`config.mk`:
```
export PLATFORM = sky130hd
export DESIGN_NAME = timer_set_datapath_flat
export DESIGN_NICKNAME = d
export VERILOG_FILES = /design/src/rtl/timer_set_datapath_pkg.sv /design/src/rtl/timer_set_datapath_if.sv /design/src/rtl/timer_set_datapath_bcd_digit_buffer.sv /design/src/rtl/timer_set_datapath.sv /design/src/flat_wrapper.sv
export SDC_FILE = /design/constraint.sdc
export NUM_CORES = 1
export LEC_CHECK = 0
export BUFFER_PORTS_ARGS = -buffer_cell sky130_fd_sc_hd__buf_2
export CORE_AREA = 4 4 68 70
export DETAILED_ROUTE_END_ITERATION = 8
export DIE_AREA = 0 0 72 74
export GPL_TIMING_DRIVEN = 0
export PLACE_DENSITY = 0.7
export SETUP_SLACK_MARGIN = 0.15
export SYNTH_ARGS = -nofsm -noshare
export SYNTH_HDL_FRONTEND = slang
export SYNTH_SLANG_ARGS = --single-unit
```
`constraint.sdc`:
```
create_clock -name clk -period 3.04 [get_ports clk]
set_clock_uncertainty 0.2 [all_clocks]
set_input_delay 0.608 -clock clk [delete_from_list [all_inputs] [get_ports clk]]
set_output_delay 0.608 -clock clk [all_outputs]
set_load 0.005 [all_outputs]
```
`src/rtl/timer_set_datapath_pkg.sv`:
```
`default_nettype none
// ============================================================================
// Module   : timer_set_pkg
// Purpose  : Shared field selects, BCD limits and set_time layout for the
//            timer-set datapath.
// Revision : 1.0 - initial release
// ============================================================================
package timer_set_pkg;

    localparam logic [1:0] FIELD_HOUR  = 2'd0;
    localparam logic [1:0] FIELD_MIN   = 2'd1;

    localparam logic [7:0] LIMIT_HOUR  = 8'h23;
    localparam logic [7:0] LIMIT_MIN   = 8'h59;

    localparam logic [3:0] BCD_MAX     = 4'd9;

    localparam int         SET_FIELD_W = 8;
    localparam int         SET_MM_LSB  = 0;
    localparam int         SET_HH_LSB  = 8;

    // Both operands are valid packed BCD, so a plain binary compare orders them correctly.
    function automatic logic entry_in_range(input logic [1:0] field, input logic [7:0] value);
        logic ok;
        ok = 1'b0;
        case (field)
            FIELD_HOUR: ok = (value <= LIMIT_HOUR);
            FIELD_MIN:  ok = (value <= LIMIT_MIN);
            default:    ok = 1'b0;
        endcase
        return ok;
    endfunction

endpackage
`default_nettype wire

```
`src/rtl/timer_set_datapath_if.sv`:
```
`default_nettype none
// ============================================================================
// Module   : timer_set_datapath_if
// Purpose  : Strobes and keypad digits from the timer-set PLA, plus the
//            committed time and status returned by the datapath.
// Revision : 1.0 - initial release
// ============================================================================
interface timer_set_datapath_if;

    logic        key_valid;
    logic [3:0]  key_digit;
    logic        kc;
    logic        la;
    logic        lb;
    logic        er;
    logic        lr;
    logic        ea;
    logic [1:0]  s;
    logic        k7;
    logic [15:0] set_time;
    logic        set_strobe;
    logic        digit_err;

    modport master (
        output key_valid, key_digit, kc, la, lb, er, lr, ea, s,
        input  k7, set_time, set_strobe, digit_err
    );

    modport slave (
        input  key_valid, key_digit, kc, la, lb, er, lr, ea, s,
        output k7, set_time, set_strobe, digit_err
    );

endinterface
`default_nettype wire

```
`src/rtl/timer_set_datapath_bcd_digit_buffer.sv`:
```
`default_nettype none
// ============================================================================
// Module   : bcd_digit_buffer
// Purpose  : Two-digit BCD shift register with saturating count, sticky
//            non-BCD error and, under TIMER_SET_TIMEOUT_EN, an idle clear.
// Revision : 1.0 - initial release
// ============================================================================
module bcd_digit_buffer
    import timer_set_pkg::*;
#(
    parameter int unsigned TIMEOUT_CYCLES = 1_000_000
) (
    input  wire logic       clk,
    input  wire logic       rst,
    input  wire logic       key_valid_i,
    input  wire logic [3:0] key_digit_i,
    input  wire logic       clear_i,
    input  wire logic       err_clear_i,
    output logic      [7:0] value_o,
    output logic      [1:0] count_o,
    output logic            digit_err_o
);

    logic [7:0] value_q, value_d;
    logic [1:0] count_q, count_d;
    logic       err_q,   err_d;
    logic       w_key_ok;
    logic       w_key_bad;
    logic       w_timeout;

    assign w_key_ok  = key_valid_i && (key_digit_i <= BCD_MAX);
    assign w_key_bad = key_valid_i && (key_digit_i >  BCD_MAX);

`ifdef TIMER_SET_TIMEOUT_EN
    localparam int unsigned          IDLE_W    = (TIMEOUT_CYCLES > 1) ? $clog2(TIMEOUT_CYCLES) : 1;
    localparam logic [IDLE_W-1:0]    IDLE_LAST = IDLE_W'(TIMEOUT_CYCLES - 1);

    logic [IDLE_W-1:0] idle_q, idle_d;

    // A key arriving on the terminal cycle counts as activity, so it is kept.
    assign w_timeout = (count_q != 2'd0) && (idle_q == IDLE_LAST) && !key_valid_i;

    always_comb begin
        idle_d = idle_q + 1'b1;
        if (key_valid_i || clear_i || (count_q == 2'd0) || w_timeout) begin
            idle_d = '0;
        end
    end

    always_ff @(posedge clk or posedge rst) begin
        if (rst) begin
            idle_q <= '0;
        end else begin
            idle_q <= idle_d;
        end
    end
`else
    assign w_timeout = 1'b0;
`endif

    always_comb begin
        value_d = value_q;
        count_d = count_q;
        err_d   = err_q;
        if (clear_i || w_timeout) begin
            value_d = 8'h00;
            count_d = 2'd0;
        end else if (w_key_ok) begin
            value_d = {value_q[3:0], key_digit_i};
            if (count_q != 2'd2) begin
                count_d = count_q + 2'd1;
            end
        end
        // A clear in the same cycle drops the key, including its error flag.
        if (err_clear_i) begin
            err_d = 1'b0;
        end else if (w_key_bad && !clear_i) begin
            err_d = 1'b1;
        end
    end

    always_ff @(posedge clk or posedge rst) begin
        if (rst) begin
            value_q <= 8'h00;
            count_q <= 2'd0;
            err_q   <= 1'b0;
        end else begin
            value_q <= value_d;
            count_q <= count_d;
            err_q   <= err_d;
        end
    end

    assign value_o     = value_q;
    assign count_o     = count_q;
    assign digit_err_o = err_q;

endmodule
`default_nettype wire

```
`src/rtl/timer_set_datapath.sv`:
```
`default_nettype none
// ============================================================================
// Module   : timer_set_datapath
// Purpose  : Hour/minute entry registers, limit check (k7) and committed
//            set_time with one-cycle set_strobe. Option: TIMER_SET_TIMEOUT_EN.
// Revision : 1.0 - initial release
// ============================================================================
module timer_set_datapath
    import timer_set_pkg::*;
#(
    parameter int unsigned TIMEOUT_CYCLES = 1_000_000
) (
    input wire logic             clk,
    input wire logic             rst,
    timer_set_datapath_if.slave  bus
);

    logic [7:0]  w_value;
    logic [1:0]  w_count;
    logic        w_digit_err;

    logic [7:0]  a_q, a_d;
    logic [7:0]  b_q, b_d;
    logic [15:0] r_q, r_d;
    logic        strobe_q, strobe_d;

    bcd_digit_buffer #(
        .TIMEOUT_CYCLES (TIMEOUT_CYCLES)
    ) u_buf (
        .clk         (clk),
        .rst         (rst),
        .key_valid_i (bus.key_valid),
        .key_digit_i (bus.key_digit),
        .clear_i     (bus.kc | bus.er),
        .err_clear_i (bus.kc),
        .value_o     (w_value),
        .count_o     (w_count),
        .digit_err_o (w_digit_err)
    );

    // Latches read the registered buffer, so a same-cycle er still delivers the old digits,
    // and lr with la/lb commits the previous A/B.
    always_comb begin
        a_d      = a_q;
        b_d      = b_q;
        r_d      = r_q;
        strobe_d = bus.ea;
        if (bus.la) begin
            a_d = w_value;
        end
        if (bus.lb) begin
            b_d = w_value;
        end
        if (bus.lr) begin
            r_d[SET_HH_LSB +: SET_FIELD_W] = a_q;
            r_d[SET_MM_LSB +: SET_FIELD_W] = b_q;
        end
    end

    always_ff @(posedge clk or posedge rst) begin
        if (rst) begin
            a_q      <= 8'h00;
            b_q      <= 8'h00;
            r_q      <= 16'h0000;
            strobe_q <= 1'b0;
        end else begin
            a_q      <= a_d;
            b_q      <= b_d;
            r_q      <= r_d;
            strobe_q <= strobe_d;
        end
    end

    assign bus.k7         = (w_count == 2'd2) && entry_in_range(bus.s, w_value);
    assign bus.set_time   = r_q;
    assign bus.set_strobe = strobe_q;
    assign bus.digit_err  = w_digit_err;

endmodule
`default_nettype wire
```
`src/flat_wrapper.sv`:
```
// flat-port wrapper written by rule: the top's interface ports become plain ports
module timer_set_datapath_flat import timer_set_pkg::*;
#(
    parameter int unsigned TIMEOUT_CYCLES = 1_000_000
)
  (clk, rst, bus_key_valid, bus_key_digit, bus_kc, bus_la, bus_lb, bus_er, bus_lr, bus_ea, bus_s, bus_k7, bus_set_time, bus_set_strobe, bus_digit_err);
  timer_set_datapath_if bus_i ();
  input wire logic clk;
  input wire logic rst;
  input wire logic [$bits(bus_i.key_valid)-1:0] bus_key_valid;
  input wire logic [$bits(bus_i.key_digit)-1:0] bus_key_digit;
  input wire logic [$bits(bus_i.kc)-1:0] bus_kc;
  input wire logic [$bits(bus_i.la)-1:0] bus_la;
  input wire logic [$bits(bus_i.lb)-1:0] bus_lb;
  input wire logic [$bits(bus_i.er)-1:0] bus_er;
  input wire logic [$bits(bus_i.lr)-1:0] bus_lr;
  input wire logic [$bits(bus_i.ea)-1:0] bus_ea;
  input wire logic [$bits(bus_i.s)-1:0] bus_s;
  output wire logic [$bits(bus_i.k7)-1:0] bus_k7;
  output wire logic [$bits(bus_i.set_time)-1:0] bus_set_time;
  output wire logic [$bits(bus_i.set_strobe)-1:0] bus_set_strobe;
  output wire logic [$bits(bus_i.digit_err)-1:0] bus_digit_err;
  assign bus_i.key_valid = bus_key_valid;
  assign bus_i.key_digit = bus_key_digit;
  assign bus_i.kc = bus_kc;
  assign bus_i.la = bus_la;
  assign bus_i.lb = bus_lb;
  assign bus_i.er = bus_er;
  assign bus_i.lr = bus_lr;
  assign bus_i.ea = bus_ea;
  assign bus_i.s = bus_s;
  assign bus_k7 = bus_i.k7;
  assign bus_set_time = bus_i.set_time;
  assign bus_set_strobe = bus_i.set_strobe;
  assign bus_digit_err = bus_i.digit_err;
  timer_set_datapath #(.TIMEOUT_CYCLES(TIMEOUT_CYCLES)) u_core (.clk(clk), .rst(rst), .bus(bus_i));
endmodule
```
# After elaboration in Yosys (flattened, before gate mapping)
# Index checks and enable logic that the tools add are counted.
# op_classes
eq_ne	3
shift	0
mul	0
n_bitwise	1
reduce_logical	10
div_mod_pow	0
magnitude_cmp	4
addsub	1
mux	8
# op_table
cell	n
8-bit 2-to-1 mux	2
8-bit by 6-bit less-or-equal comparator with 1-bit output (second input constant)	1
8-bit by 7-bit less-or-equal comparator with 1-bit output (second input constant)	1
2-bit 2-to-1 mux	3
2-bit nonzero test	3
4-bit > comparator (second input constant)	1
4-bit less-or-equal comparator (second input constant)	1
1-bit logical AND	4
2-bit by 1-bit adder with 2-bit output (second input constant)	1
2-bit by 1-bit == test with 1-bit output (second input constant)	1
2-bit == test (second input constant)	1
2-bit zero test	1
1-bit 2-to-1 mux	2
2-bit != test (second input constant)	1
1-bit one-hot mux with 2 select lines	1
2-bit AND reduction	1
1-bit zero test	1
1-bit bitwise OR	1
# word_totals
romBits	0
n_memories	0
reg_bits	44
word_cells	34
in_bits	15
latch_bits	0
ramBits	0
out_inout_bits	19

# Depth between registers and ports, before layout
# Gate-level depths: netlist of the first run.
# depth
ltp_word	5
mapped_depth	5
mapped_depth_nobuf	5

# Cells and area by module
# Synthesis of the first run repeated with hierarchy kept, for this count alone.
# hier_totals
cells_unflattened	130
hier_area_um2	1789.2
# by_module_without_submodules
mod	seq_area_each_um2	area_each_um2	instances	cells_each
timer_set_datapath	825.8	1275.0	1	80
bcd_digit_buffer	275.3	514.2	1	50

# Least setup slack after synthesis of the first run
# OpenSTA, ideal clock, no wires.
# synth_timing
path_type	input to output
from	input port bus_s[0]
to	output port bus_k7
path_stages	3
arrival_time_ns	1.157
required_ns	2.232
path_buffers	0
slack_ns	1.075
cell_sequence	nor4b_2 > a21oi_1 > a2111oi_2
# synth_between
elab_chain_len	3
elab_cells_between_ends	4
cone_classes	eq/ne (1); mux (1); reduce/logical (2)
# synth_rtl
item	line_no	rtl
start: declaration	flat_wrapper.sv:18	input wire logic [$bits(bus_i.s)-1:0] bus_s;
2-bit by 1-bit == test with 1-bit output or 2-bit zero test (tied branches)	timer_set_datapath_pkg.sv:26	case (field)
1-bit one-hot mux with 2 select lines (*)	timer_set_datapath_pkg.sv:26	
1-bit logical AND (*)	timer_set_datapath.sv:74	assign bus.k7 = (w_count == 2'd2) && entry_in_range(bus.s, w_value);
end: declaration	flat_wrapper.sv:19	output wire logic [$bits(bus_i.k7)-1:0] bus_k7;
# Every way passes the cells marked *; elsewhere a longest branch is shown, timed or not.

# Worst setup path after layout of the first run
# layout_timing
from	register u_core.u_buf.value_q[2] (netlist: u_core.u_buf.value_o[2])
to	output port bus_k7
# layout_between
elab_chain_len	3
elab_cells_between_ends	4
cone_classes	order compare (2); mux (1); reduce/logical (1)
# layout_rtl
item	line_no	rtl
start: declaration	timer_set_datapath_bcd_digit_buffer.sv:24	logic [7:0] value_q, value_d;
start signal: assignment	timer_set_datapath_bcd_digit_buffer.sv:88	value_q <= value_d;
8-bit by 7-bit less-or-equal comparator with 1-bit output or 8-bit by 6-bit less-or-equal comparator with 1-bit output (tied branches)	timer_set_datapath_pkg.sv:28, timer_set_datapath_pkg.sv:27	
1-bit one-hot mux with 2 select lines (*)	timer_set_datapath_pkg.sv:26	
1-bit logical AND (*)	timer_set_datapath.sv:74	
# Marked as above.

==> results of run 1 <==
[per-stage QoR]
step	power (uW)	hold WS, ns	area, sq um	utilization, %	worst slack, ns
2_1_floorplan	663	0.275	1780	-	1.08
3_3_place_gp	689	0.279	1990	50.1	0.729
3_5_place_dp	694	0.290	1990	50.1	0.749
6_report	1190	0.220	2120	53.3	0.548
5_1_grt	1230	0.207	2120	53.3	0.426
4_1_cts	1200	0.214	2120	53.3	0.533
[sequential cells by signal, summed over array words and instances (netlist names)]
name and cells:
u_core.b_q 8, u_core.a_q 8, u_core.u_buf.value_o 8, u_core.bus.set_strobe 1
u_core.u_buf.digit_err_o 1, u_core.u_buf.count_o 2, u_core.bus.set_time 16
[layout make-up]
cell class | instances | share of cell area (%)
flip-flops and latches | 44 | 52.0
multi-input cells | 74 | 29.3
repair buffers | 30 | 7.09
clock buffers | 5 | 3.25
well taps | 50 | 2.96
clock inverters | 2 | 2.84
plain buffers | 7 | 1.48
inverters | 6 | 1.06
[report_power, final]
part	internal (uW)	switching (uW)	leakage (uW)
combinational	31.2	45.6	0.000421
clock	323	182	0.0000642
sequential	597	7.53	0.000608
[cells by family after synthesis]
logic type | Yosys count | synth area share, %
adders and majority gates | 1 | 0.705
buffers and inverters | 13 | 3.03
AOI/OAI and AO/OA | 27 | 9.44
DFF | 44 | 62.0
and+or+nand+nor | 14 | 4.51
muxes | 32 | 20.3
[Yosys cell counts (all sizes together)]
cell type	instances	share of area (%)
dfrtp	44	62
mux2	32	20
a21oi	10	2.8
o21ai	9	2.7
nand3	7	2.0
inv	6	1.3
buf	5	1.3
a31oi	2	0.70
clkbuf	2	0.42
nor2	2	0.42
nor3	2	0.56
o31ai	2	0.85
a2111oi	1	0.85
a211oi	1	0.42
ha	1	0.70
nand4	1	0.35
nor4b	1	0.85
o21a	1	0.42
o221a	1	0.63
or2	1	0.35
[routing by layer]
layer | up-vias | GRT usage [%] | routed length, um
met5 | - | 0 | 0
met4 | 0 | 5.64 | 26
met3 | 4 | 5.41 | 255
met2 | 37 | 22.1 | 1620
met1 | 589 | 18.2 | 1580
li1 | 540 | - | -
[path summary, 6_finish.rpt]
path	to	slack, ns	cells past startpoint
worst max-delay path	bus_k7	0.55	4
worst min-delay path	u_core.bus.set_strobe	0.22	1
worst max register to register	u_core.u_buf.count_o[1]	1.61	5
worst min register to register	u_core.bus.set_time[0]	0.30	1
max in group asynchronous	u_core.b_q[0]	1.77	2
min in group asynchronous	u_core.bus.set_time[13]	0.31	2
==> metrics.md, run 1 <==
| Metric | Value |
|---|---|
| P_leak | approximately 0.0011 uW |
| Commonest non-fill, non-tap cells in the layout | dfrtp_1 (44), buf_2 (34), mux2_2 (32) |
| Global Route Usage Sum | between 10 and 15% |
| Ant diodes | 0 |
| Post-CTS Setup Inserts | 0 |
| DP HPWL | between 2 and 3 mm |
| Final period util | just over 80% |
| Highest-delay cell along the critical path | dfrtp_1 |
| Count of buffers from port buffering | 30 |
| I/O Pins | 34 |
| Worst path cell trace | o31ai_1 > a21oi_1 > a2111oi_2 > buf_2 |
| WL per Instance | between 15 and 20 um |
| Hold Path Class | primary input to flop |
| Fin cells | approximately 220 |
| Post-synth cell types | 22 |
| H-tree Lvls | 2 |
| Pwr Density | approximately 560 mW/mm^2 |
| Total negative slack | 0 ns |
| Clk slew on worst S/H paths | ~0.08 ns |
| Worst-Skew Late Latency | approximately 0.29 ns |
| Vias/cell | about 5.4 |
| DRT iter0 DRCs | 33 |
| Initial DRT Pass Iterations | 6 |
| Grt ovf | 0 |
| Critical Path Start | u_core.u_buf.value_o[2] |
| Chip height | roughly 74 um |
| WL final | 3.47 mm |
| Initial antenna violation count | 0 |
| Crit-path leading delay family | compound AO/OA/AOI/OAI gates |
| Sink Count | 44 |
| Fin. Hold Viols | 0 |
| Worst EP arrival | 1.68 ns |
| Die area | around 0.0053 sq mm |
| Starting Density | between 40% and 50% |
| DRC | 0 |
| Worst r2r src | u_core.u_buf.count_o[0] |
| Synth-to-layout area growth | 19.2% |
| Outcome | complete, no violations |
| Vias in the first global route | approximately 1200 |
| Core area | roughly 0.0040 sq mm |
| CTS tree | built |
| Global-route wire length before repair | slightly below 6 mm |
| WS Path Type | flop to output port |
| WP buf/inv | 1 |
| Worst-margin pin slew | roughly 0.9 ns |
| Setup violators final | 0 |
| Maximum vdd drop | 0.314 mV |
| Critical-path maximum fanout | 6 |
| Fmax | 0.401 GHz |
| Syn_area_per_cell | between 10 and 15 sq um |
| Cell Count Post-Placement | 211 |
| CTS Hold Bufs | 0 |
| Vias | 1170 |
| Unrepaired setup endpoints after global routing | false |
| Clk root buf | clkbuf_8 |
| Sequential fraction of the synthesis area | between 60% and 70% |
| Clk buf depth | 2 |
| Fin crit period | between 2 and 2.5 ns |
| Maxcap violations | 0 |
| Syn Nets | ~150 |
| Filler cell count | around 360 |
| Layout cells sized above 1 | between 40% and 50% |
| Multi-input gate area | ~620 sq um |
| DRT antenna net count | 0 |
| Total CTS buffers | 5 |
| Worst EP required | between 2 and 2.5 ns |
| RePlAce Congestion | about 0.74 |
| Worst path max stage delay | 0.47 ns |
| Largest net degree at the start of global routing | 45 |
| Max_slew headroom | between 30 and 40% |
| Startpoint Class | flop |
| Seq cells post-synth | 44 |
| Mapped cell area | 0.00178 sq mm |
| DIE WIDTH | 72 um |
| Syn. warnings | 0 |
| Final Max Slew Viols | 0 |
| Post-CTS Resized | 0 |
| Nets | 184 |
| Syn Inst Count | around 130 |
| Min-delay src | bus_ea |
| Crit. End Element | output port |
| Commonest non-fill, non-tap cell in the layout | dfrtp_1 |
| Std-Cell Rows | 23 |
| Sequential Area | between 0.001 and 0.0015 sq mm |
Note: power is estimated with default switching activity, not from simulation.
==> inputs of run 2 (changes only) <==
clock period = 2.6 ns   (was 3.04 ns; I/O delays follow)
==> run 2 against run 1 <==
Largest power group unchanged; critical path depth did not move; highest routed layer unchanged; count of clock-buffer cells in the layout did not move; global-route usage did not move; via count rose by 2.4%; final cell count rose by 2.3%; sequential power rose by 17%.
==> metrics.md, run 2 (synthesis gave the netlist of run 1 again) <==
| Metric | Value |
|---|---|
| Setup violators final | 0 |
| WL per Instance | ~16 um |
| Fin cells | about 220 |
| Die area | ~0.0053 sq mm |
| Initial antenna violation count | 0 |
| Unrepaired setup endpoints after global routing | true |
| Worst-Skew Late Latency | roughly 0.29 ns |
| Highest-delay cell along the critical path | dfrtp_2 |
| Initial DRT Pass Iterations | 4 |
| Final period util | between 90% and 100% |
| Total negative slack | 0 ns |
| Outcome | complete, no violations |
| Ant diodes | 0 |
| Vias in the first global route | ~1200 |
| Worst path cell trace | nor4b_2 > a21oi_1 > a2111oi_2 > buf_2 |
| Clk slew on worst S/H paths | about 0.080 ns |
| Total CTS buffers | 5 |
| Filler cell count | ~350 |
| Startpoint Class | flop |
| Fin crit period | 2.41 ns |
| Hold Path Class | primary input to flop |
| WL final | 3.55 mm |
| Nets | between 150 and 200 |
| Max_slew headroom | approximately 40% |
| Worst EP required | approximately 1.9 ns |
| Cell Count Post-Placement | between 200 and 250 |
| Global Route Usage Sum | 14.2% |
| Reg2Reg Depth | 5 |
| Clk buf depth | 2 |
| Sequential Area | 0.00111 sq mm |
| Pre-CTS setup slack | 0.485 ns |
| Crit. End Element | output port |
| DRT antenna net count | 0 |
| DRC | 0 |
| Fmax | between 0.4 and 0.5 GHz |
| Core area | a little under 0.004 sq mm |
| Worst path max stage delay | approximately 0.45 ns |
| Std-Cell Rows | 23 |
| Worst EP arrival | about 1.7 ns |
| Clk root buf | clkbuf_8 |
| Worst-margin pin slew | 0.903 ns |
| Pwr Density | roughly 640 mW/mm^2 |
| R2r setup slk | 1.18 ns |
| DIE WIDTH | slightly above 70 um |
| Reg-to-Reg End | u_core.u_buf.count_o[1] |
| Vias | about 1200 |
| Final Max Slew Viols | 0 |
| DRT iter0 DRCs | 43 |
| Count of buffers from port buffering | 30 |
| CTS tree | built |
| RePlAce Congestion | roughly 0.74 |
| Synth-to-layout area growth | 21.9% |
| I/O Pins | 34 |
| Critical-path maximum fanout | 5 |
| PnR worst setup slack | between 0.15 and 0.2 ns |
| Maxcap violations | 0 |
| Worst setup endpoint | bus_k7 |
| Sink Count | 44 |
| Maximum vdd drop | ~0.37 mV |
| Grt ovf | 0 |
| H-tree Lvls | 2 |
| Global-route wire length before repair | slightly below 6 mm |
| DP HPWL | roughly 2.6 mm |
| Commonest non-fill, non-tap cell in the layout | dfrtp_1 |
| WS Path Type | flop to output port |
| Multi-input gate area | 626 sq um |
| Fin. Hold Viols | 0 |
| Utilization after layout | about 55% |
| Chip height | ~74 um |
| Worst r2r src | u_core.u_buf.count_o[0] |
| Commonest non-fill, non-tap cells in the layout | dfrtp_1 (40), buf_2 (34), mux2_2 (32) |
| P_leak | about 0.0011 uW |
| Layout cells sized above 1 | 51.4% |
| Starting Density | 44.7% |
| Largest register FFs | 16 |
| Largest net degree at the start of global routing | 45 |
| Final Power | approximately 1400 uW |
| Vias/cell | about 5.4 |
| Critical Path Start | u_core.u_buf.value_o[5] |
[run 2: through the flow]
step	hold WS [ns]	area, sq um
2_1_floorplan	0.275	1780
3_3_place_gp	0.279	1990
3_5_place_dp	0.290	1990
4_1_cts	0.126	2120
5_1_grt	0.119	2160
6_report	0.131	2160
[run 2: how the worst min path moves through the flow]
stage / from / to / slack (ns) / cells after the start
after floorplan: u_core.a_q[0] / u_core.a_q[0] / 0.27 / 1
after global placement: u_core.u_buf.digit_err_o / u_core.u_buf.digit_err_o / 0.28 / 2
after detailed placement: u_core.bus.set_time[0] / u_core.bus.set_time[0] / 0.29 / 1
after CTS: bus_ea / u_core.bus.set_strobe / 0.13 / 1
after global routing: bus_ea / u_core.bus.set_strobe / 0.12 / 1
final: bus_ea / u_core.bus.set_strobe / 0.13 / 1
[run 2: report_power, final]
group,switching [uW],internal [uW]
registers,8.63,698
clock network,216,378
logic,54.3,37.8
total,279,1110
[run 2: critical path: cells and delay by family, from the launching register on]
| family | cells | cell delay (ns) |
|---|---|---|
| buffers and inverters | 1 | 0.18 |
| flip-flops | 1 | 0.45 |
| AND/OR/NAND/NOR | 1 | 0.28 |
| AO/OA/AOI/OAI | 2 | 0.49 |
[run 2: final cells by class]
cell class | count | share of cell area (%)
Buffer | 7 | 1.45
Clock buffer | 5 | 3.18
Clock inverter | 2 | 2.77
Inverter | 6 | 1.04
Multi-Input combinational cell | 74 | 28.9
Sequential cell | 44 | 51.1
Tap cell | 50 | 2.89
Timing Repair Buffer | 35 | 8.67
[run 2: per-layer routing]
layer	track usage, %	wire [um]	up-vias
li1	-	-	550
met3	5.41	257	5
met5	0	0	-
met4	5.64	51	0
met2	22.1	1650	38
met1	18.2	1590	605
[run 2: timing repair]
item                       CTS  global route
setup endpoints to repair    0             1
setup buffers                0             5
hold buffers                 0             0
gates resized for setup      0             5
